[config.mk]
export PLATFORM = sky130hd
export DESIGN_NAME = mac_acc_pipe
export DESIGN_NICKNAME = d
export VERILOG_FILES = /design/src/rtl/mac_acc_pipe.sv
export SDC_FILE = /design/constraint.sdc
export NUM_CORES = 1
export LEC_CHECK = 0
export ABC_AREA = 1
export BUFFER_PORTS_ARGS = -buffer_cell sky130_fd_sc_hd__buf_2
export CORE_MARGIN = 8
export CORE_UTILIZATION = 30
export DETAILED_ROUTE_END_ITERATION = 8
export GPL_TIMING_DRIVEN = 0
export PLACE_DENSITY_LB_ADDON = 0.1
export SETUP_SLACK_MARGIN = 0.1
export SLEW_MARGIN = 20
export SYNTH_ARGS = -nofsm -noshare
export SYNTH_HDL_FRONTEND = slang
export SYNTH_SLANG_ARGS = --single-unit
[constraint.sdc]
create_clock -name clk -period 6.5 [get_ports clk]
set_input_delay 0.975 -clock clk [delete_from_list [all_inputs] [get_ports clk]]
set_output_delay 0.975 -clock clk [all_outputs]
set_load 0.01 [all_outputs]
[src/rtl/mac_acc_pipe.sv]
// -----------------------------------------------------------------------------
// mac_acc_pipe
// Pipelined signed multiply-accumulate engine for CNN dot products.
// A packet of a*b beats, delimited by in_first / in_last, is summed onto a
// per-packet bias and one result is emitted per packet together with its
// term count and an overflow flag.
//
// Pipeline:
//   S1 : registers the full-width product and the beat side-band
//        (valid, first, last, bias).
//   S2 : adds the product to the running sum (or to the bias on a packet
//        start), saturates or wraps, and publishes the result on in_last.
//
// Ports:
//   clk        rising-edge clock
//   sclr       asynchronous, active-high reset
//   ce         clock enable; 0 freezes every register
//   in_valid   beat valid
//   in_first   first beat of packet (loads bias)
//   in_last    last beat of packet (emits result)
//   a, b       signed DATA_W operands
//   bias       signed ACC_W bias, used only with in_first
//   acc_out    signed ACC_W packet result
//   term_cnt   number of beats in the emitted packet (wraps modulo 2**CNT_W)
//   ovf        overflow in any beat of the emitted packet
//   out_valid  one ce-cycle result strobe
//   err        sticky protocol error, cleared only by sclr
//   busy       packet open or S1 holding a valid beat
// -----------------------------------------------------------------------------
module mac_acc_pipe #(
    parameter int DATA_W = 8,
    parameter int ACC_W  = 24,
    parameter int CNT_W  = 10,
    parameter int SAT    = 1
) (
    input  logic                     clk,
    input  logic                     sclr,
    input  logic                     ce,
    input  logic                     in_valid,
    input  logic                     in_first,
    input  logic                     in_last,
    input  logic signed [DATA_W-1:0] a,
    input  logic signed [DATA_W-1:0] b,
    input  logic signed [ACC_W-1:0]  bias,
    output logic signed [ACC_W-1:0]  acc_out,
    output logic        [CNT_W-1:0]  term_cnt,
    output logic                     ovf,
    output logic                     out_valid,
    output logic                     err,
    output logic                     busy
);

    localparam int PROD_W = 2 * DATA_W;
    localparam int SUM_W  = ACC_W + 1;

    localparam logic signed [ACC_W-1:0] ACC_MAX = {1'b0, {(ACC_W-1){1'b1}}};
    localparam logic signed [ACC_W-1:0] ACC_MIN = {1'b1, {(ACC_W-1){1'b0}}};

    typedef enum logic [0:0] {
        ST_IDLE = 1'b0,
        ST_ACC  = 1'b1
    } state_t;

    // Reduce an ACC_W+1 bit sum to ACC_W bits: clamp or wrap on overflow.
    function automatic logic signed [ACC_W-1:0] fit_acc(input logic [SUM_W-1:0] s);
        if (s[ACC_W] != s[ACC_W-1]) begin
            if (SAT != 0) begin
                return s[ACC_W] ? ACC_MIN : ACC_MAX;
            end else begin
                return s[ACC_W-1:0];
            end
        end else begin
            return s[ACC_W-1:0];
        end
    endfunction

    // Stage 1 registers
    logic                     s1_v_r;
    logic                     s1_first_r;
    logic                     s1_last_r;
    logic signed [PROD_W-1:0] s1_prod_r;
    logic signed [ACC_W-1:0]  s1_bias_r;

    // Stage 2 state
    state_t                   state_r;
    logic signed [ACC_W-1:0]  acc_r;
    logic        [CNT_W-1:0]  cnt_r;
    logic                     pkt_ovf_r;

    // Stage 2 combinational results
    state_t                   state_nxt_s;
    logic                     start_s;
    logic                     err_set_s;
    logic signed [ACC_W-1:0]  bias_sel_s;
    logic signed [ACC_W-1:0]  base_s;
    logic        [SUM_W-1:0]  sum_s;
    logic                     ovf_cond_s;
    logic signed [ACC_W-1:0]  acc_nxt_s;
    logic                     pkt_ovf_nxt_s;
    logic        [CNT_W-1:0]  cnt_nxt_s;

    // Stage 1: product and beat side-band capture.
    always_ff @(posedge clk or posedge sclr) begin
        if (sclr) begin
            s1_v_r     <= 1'b0;
            s1_first_r <= 1'b0;
            s1_last_r  <= 1'b0;
            s1_prod_r  <= '0;
            s1_bias_r  <= '0;
        end else if (ce) begin
            s1_v_r     <= in_valid;
            s1_first_r <= in_first;
            s1_last_r  <= in_last;
            s1_prod_r  <= PROD_W'(a) * PROD_W'(b);
            s1_bias_r  <= bias;
        end
    end

    // Stage 2: packet FSM decode, protocol checks and the saturating add.
    always_comb begin
        state_nxt_s = state_r;
        start_s     = 1'b0;
        err_set_s   = 1'b0;
        if (s1_v_r) begin
            case (state_r)
                ST_IDLE: begin
                    // A headless beat is treated as a packet start with bias 0.
                    start_s   = 1'b1;
                    err_set_s = ~s1_first_r;
                end
                ST_ACC: begin
                    // A first inside an open packet drops the old sum.
                    start_s   = s1_first_r;
                    err_set_s = s1_first_r;
                end
                default: begin
                    start_s   = 1'b1;
                    err_set_s = 1'b1;
                end
            endcase
            state_nxt_s = s1_last_r ? ST_IDLE : ST_ACC;
        end else begin
            state_nxt_s = state_r;
        end

        bias_sel_s    = s1_first_r ? s1_bias_r : '0;
        base_s        = start_s ? bias_sel_s : acc_r;
        // One guard bit makes the overflow test a simple top-two-bit compare.
        sum_s         = {base_s[ACC_W-1], base_s}
                      + {{(SUM_W-PROD_W){s1_prod_r[PROD_W-1]}}, s1_prod_r};
        ovf_cond_s    = sum_s[ACC_W] ^ sum_s[ACC_W-1];
        acc_nxt_s     = fit_acc(sum_s);
        pkt_ovf_nxt_s = (start_s ? 1'b0 : pkt_ovf_r) | ovf_cond_s;
        cnt_nxt_s     = start_s ? CNT_W'(1) : (cnt_r + CNT_W'(1));
    end

    // Stage 2: accumulator, FSM state and registered outputs.
    always_ff @(posedge clk or posedge sclr) begin
        if (sclr) begin
            state_r   <= ST_IDLE;
            acc_r     <= '0;
            cnt_r     <= '0;
            pkt_ovf_r <= 1'b0;
            acc_out   <= '0;
            term_cnt  <= '0;
            ovf       <= 1'b0;
            out_valid <= 1'b0;
            err       <= 1'b0;
            busy      <= 1'b0;
        end else if (ce) begin
            state_r <= state_nxt_s;
            // Registered form of "packet open or stage 1 valid" after this edge.
            busy    <= (state_nxt_s == ST_ACC) | in_valid;
            if (s1_v_r) begin
                acc_r     <= acc_nxt_s;
                cnt_r     <= cnt_nxt_s;
                pkt_ovf_r <= pkt_ovf_nxt_s;
                err       <= err | err_set_s;
                if (s1_last_r) begin
                    acc_out   <= acc_nxt_s;
                    term_cnt  <= cnt_nxt_s;
                    ovf       <= pkt_ovf_nxt_s;
                    out_valid <= 1'b1;
                end else begin
                    out_valid <= 1'b0;
                end
            end else begin
                out_valid <= 1'b0;
            end
        end
    end

endmodule

==> flow_summary.ini <==
[synth]
synth.avg_cell_area_um2 = 7.26
syn_nets = 1468
ys_ff_latch = 117
yosysWarningCount = 0
syn_area_um2 = 9520
ys_seq_area_share_pct = 30.7
synth_cell_types = 32
synth_cells = 1311

[timing]
worstMarginPinSlew_ns = 0.787
timing.final.crit_share_pct = 76.4
finalClockSkew_ns = 0.0101
max_freq_mhz = 201
fin_crit_ns = 4.97
grt_setup_unrepaired = no
max-slew-margin-rel_pct = 47.5
fin_setup_tns_ns = 0
hold_violations = 0
finalSetupViolations = 0
drv_slew = 0
fin_ws_ns = 1.53

[placed_design]
dp_slack_ns = 1.08
hpwl_mm = 22.4
place.gp.congestion = 0.859
io_buffers = 67

[critical_path]
startpoint = a[0]
worstPathRequired_ns = 6.85
criticalPathCategory = in -> reg
critPathMaxFanout = 8
critPathLaunchType = primary input
crit_path_end_kind = flip-flop
rr_startpoint = s1_first_r
worstPathArrival_ns = 5.31

[routing]
final_antenna_net_count = 0
viasPerCell = 4.48
first_pass_iters = 5
route.vias.total = 8120
drc = 0
totalWireLength_mm = 27.6
wl_per_cell_um = 15.2
drt_iter0_markers = 467

[worst_hold_path]
min_from = err
hold_class = reg -> reg

[clock_network]
postCtsSetupRepairBufs = 0
cts_hold_buf = 0
root_buffer = clkbuf_16
cts_tree = yes
clkSlewWorstSetupHoldPaths_ns = 0.06
ctsLongestPathBuffers = 2
clock-sinks = 117
insertion_delay_ns = 0.42
htree_num_levels = 4
cts_made_buffers = 17
ctsResizeCount = 0

[floorplanning]
start_util_pct = 30.3
die_width_um = 194
fp-row-count = 65
ios = 84
core_area_um2 = 31400
die-area_um2 = 37700
die_height_um = 194

[final_layout]
area.growth.synth_to_final_pct = 15.1
register_area_um2 = 2930
drive_gt1_share_pct = 12.4
final_nets = 1555
multi_input_area_um2 = 5500
n_antenna_cell = 0
fill_cells = 3470

[run_status]
status = complete, no violations

[global_routing]
grt_usage_pct = 15.3
grt_pass1_wl_mm = 46.3
antenna_found_initial = 0
grt_pass1_vias = 8548
grt_max_degree = 66
grt_overflow = 0

[run]
maxCapViolCount = 0

[pwr]
vdd_drop_max_mv = 0.209
p_leak_nw = 6.08
powerDensity_nw_per_um2 = 486
[final timing paths]
check / end / slack [ns] / cells after the start
worst max-delay path: s1_prod_r[12] / 1.53 / 16
worst min-delay path: err / 0.46 / 1
worst max register to register: acc_out[10] / 1.57 / 21
worst min register to register: err / 0.46 / 1
max in group asynchronous: acc_r[15] / 5.27 / 3
min in group asynchronous: out_valid / 0.54 / 2
[worst max-delay path: stages]
cell and delay (ns):
clkbuf_1 0.22, or2_2 0.38, fa_1 0.51, fa_1 0.55, inv_1 0.06, fa_1 0.53
inv_1 0.05, fa_1 0.53, inv_1 0.04, ha_1 0.35, a21oi_1 0.21, o21ai_0 0.16
a21oi_1 0.21, o21ai_0 0.13, or2_2 0.28, a31oi_1 0.13
[kinds of logic after synthesis]
logic type | synth area share [%]
AND/OR/NAND/NOR | 27.8
buffers and inverters | 11.5
AO/OA/AOI/OAI | 8.54
flip-flops | 30.7
adder cells (fa/ha/maj) | 19.0
XOR/XNOR | 2.39
[cell usage after synthesis]
| master | n | area share, % |
|---|---|---|
| nand2_1 | 467 | 18 |
| inv_1 | 229 | 9.0 |
| dfrtp_1 | 117 | 31 |
| o21ai_0 | 70 | 3.7 |
| fa_1 | 56 | 12 |
| ha_1 | 55 | 7.2 |
| nor2_1 | 49 | 1.9 |
| nand2_2 | 48 | 3.2 |
| clkbuf_1 | 42 | 1.7 |
| a21oi_1 | 33 | 1.7 |
| nand3_1 | 24 | 1.3 |
| o31ai_1 | 24 | 1.9 |
| nand4_1 | 20 | 1.3 |
| xnor2_1 | 13 | 1.2 |
| xor2_1 | 13 | 1.2 |
| nor2_2 | 8 | 0.53 |
| o21bai_1 | 6 | 0.47 |
| a31oi_1 | 4 | 0.26 |
| buf_2 | 4 | 0.21 |
| buf_6 | 4 | 0.47 |
| or2_2 | 4 | 0.26 |
| and2_1 | 3 | 0.20 |
| nand3_2 | 3 | 0.32 |
| nor3_1 | 3 | 0.16 |
| a21o_1 | 2 | 0.16 |
| a31o_2 | 2 | 0.18 |
| clkinv_1 | 2 | 0.079 |
| nand2_4 | 2 | 0.24 |
| a211oi_1 | 1 | 0.079 |
| inv_2 | 1 | 0.039 |
| o211ai_1 | 1 | 0.079 |
| or2_0 | 1 | 0.066 |
[cell usage in the layout, fill, tap and decap left out, types with 2 or more instances in the layout]
master / instances
nand2_1: 467
inv_1: 228
dfrtp_1: 117
buf_2: 71
o21ai_0: 70
fa_1: 56
ha_1: 55
nor2_1: 49
nand2_2: 48
clkbuf_1: 43
a21oi_1: 33
nand3_1: 24
o31ai_1: 24
nand4_1: 20
clkbuf_16: 17
xor2_1: 13
xnor2_1: 13
nor2_2: 8
o21bai_1: 6
clkinv_2: 5
or2_2: 4
a31oi_1: 4
buf_6: 4
nor3_1: 3
and2_1: 3
nand3_2: 3
clkinv_4: 3
a21o_1: 2
a31o_2: 2
clkinv_1: 2
nand2_4: 2
clkinvlp_4: 2
bufinv_16: 2
[where the power goes]
part | total, mW | internal [mW] | switching (mW) | leakage, nW
Clock | 0.916 | 0.560 | 0.356 | 0.276
Sequential | 1.10 | 0.956 | 0.143 | 1.46
Combinational | 3.32 | 1.20 | 2.12 | 4.34
Total | 5.33 | 2.71 | 2.62 | 6.08
[layer usage]
layer  track usage (%)  part of all wire (%)  vias to the layer above
met2              23.4                    43                       98
met3              2.93                   3.4                       14
li1                  -                     -                     4173
met1              22.3                    53                     3835
met4              3.03                  0.91                        0
met5                 0                     0                        -
[flip-flops by register name, indices dropped and copies added, names as in the netlist, 10 cells and up]
signal and flops:
acc_out 24, acc_r 24, cnt_r 10, s1_bias_r 24, s1_prod_r 16, term_cnt 10
[through the flow]
| step | utilization [%] | std cells | instance area, um2 | hold WS (ns) | power, mW |
|---|---|---|---|---|---|
| floorplan | - | 1311 | 9520 | 0.448 | 3.59 |
| global placement | 33.0 | 1780 | 10400 | 0.454 | 4.45 |
| detailed placement | 33.1 | 1781 | 10400 | 0.461 | 4.45 |
| CTS | 34.9 | 1812 | 11000 | 0.473 | 5.40 |
| global route | 34.9 | 1812 | 11000 | 0.483 | 5.91 |
| finish | 34.9 | 1812 | 11000 | 0.465 | 5.33 |
[final cells by class]
class | instances | share of cell area (%)
repair buffers | 68 | 3.31
flip-flops and latches | 117 | 26.7
well taps | 402 | 4.59
inverters | 232 | 8.01
plain buffers | 50 | 2.03
clock buffers | 18 | 3.92
multi-input cells | 912 | 50.2
clock inverters | 13 | 1.23
No activity file was read; power rests on OpenSTA's default activity.
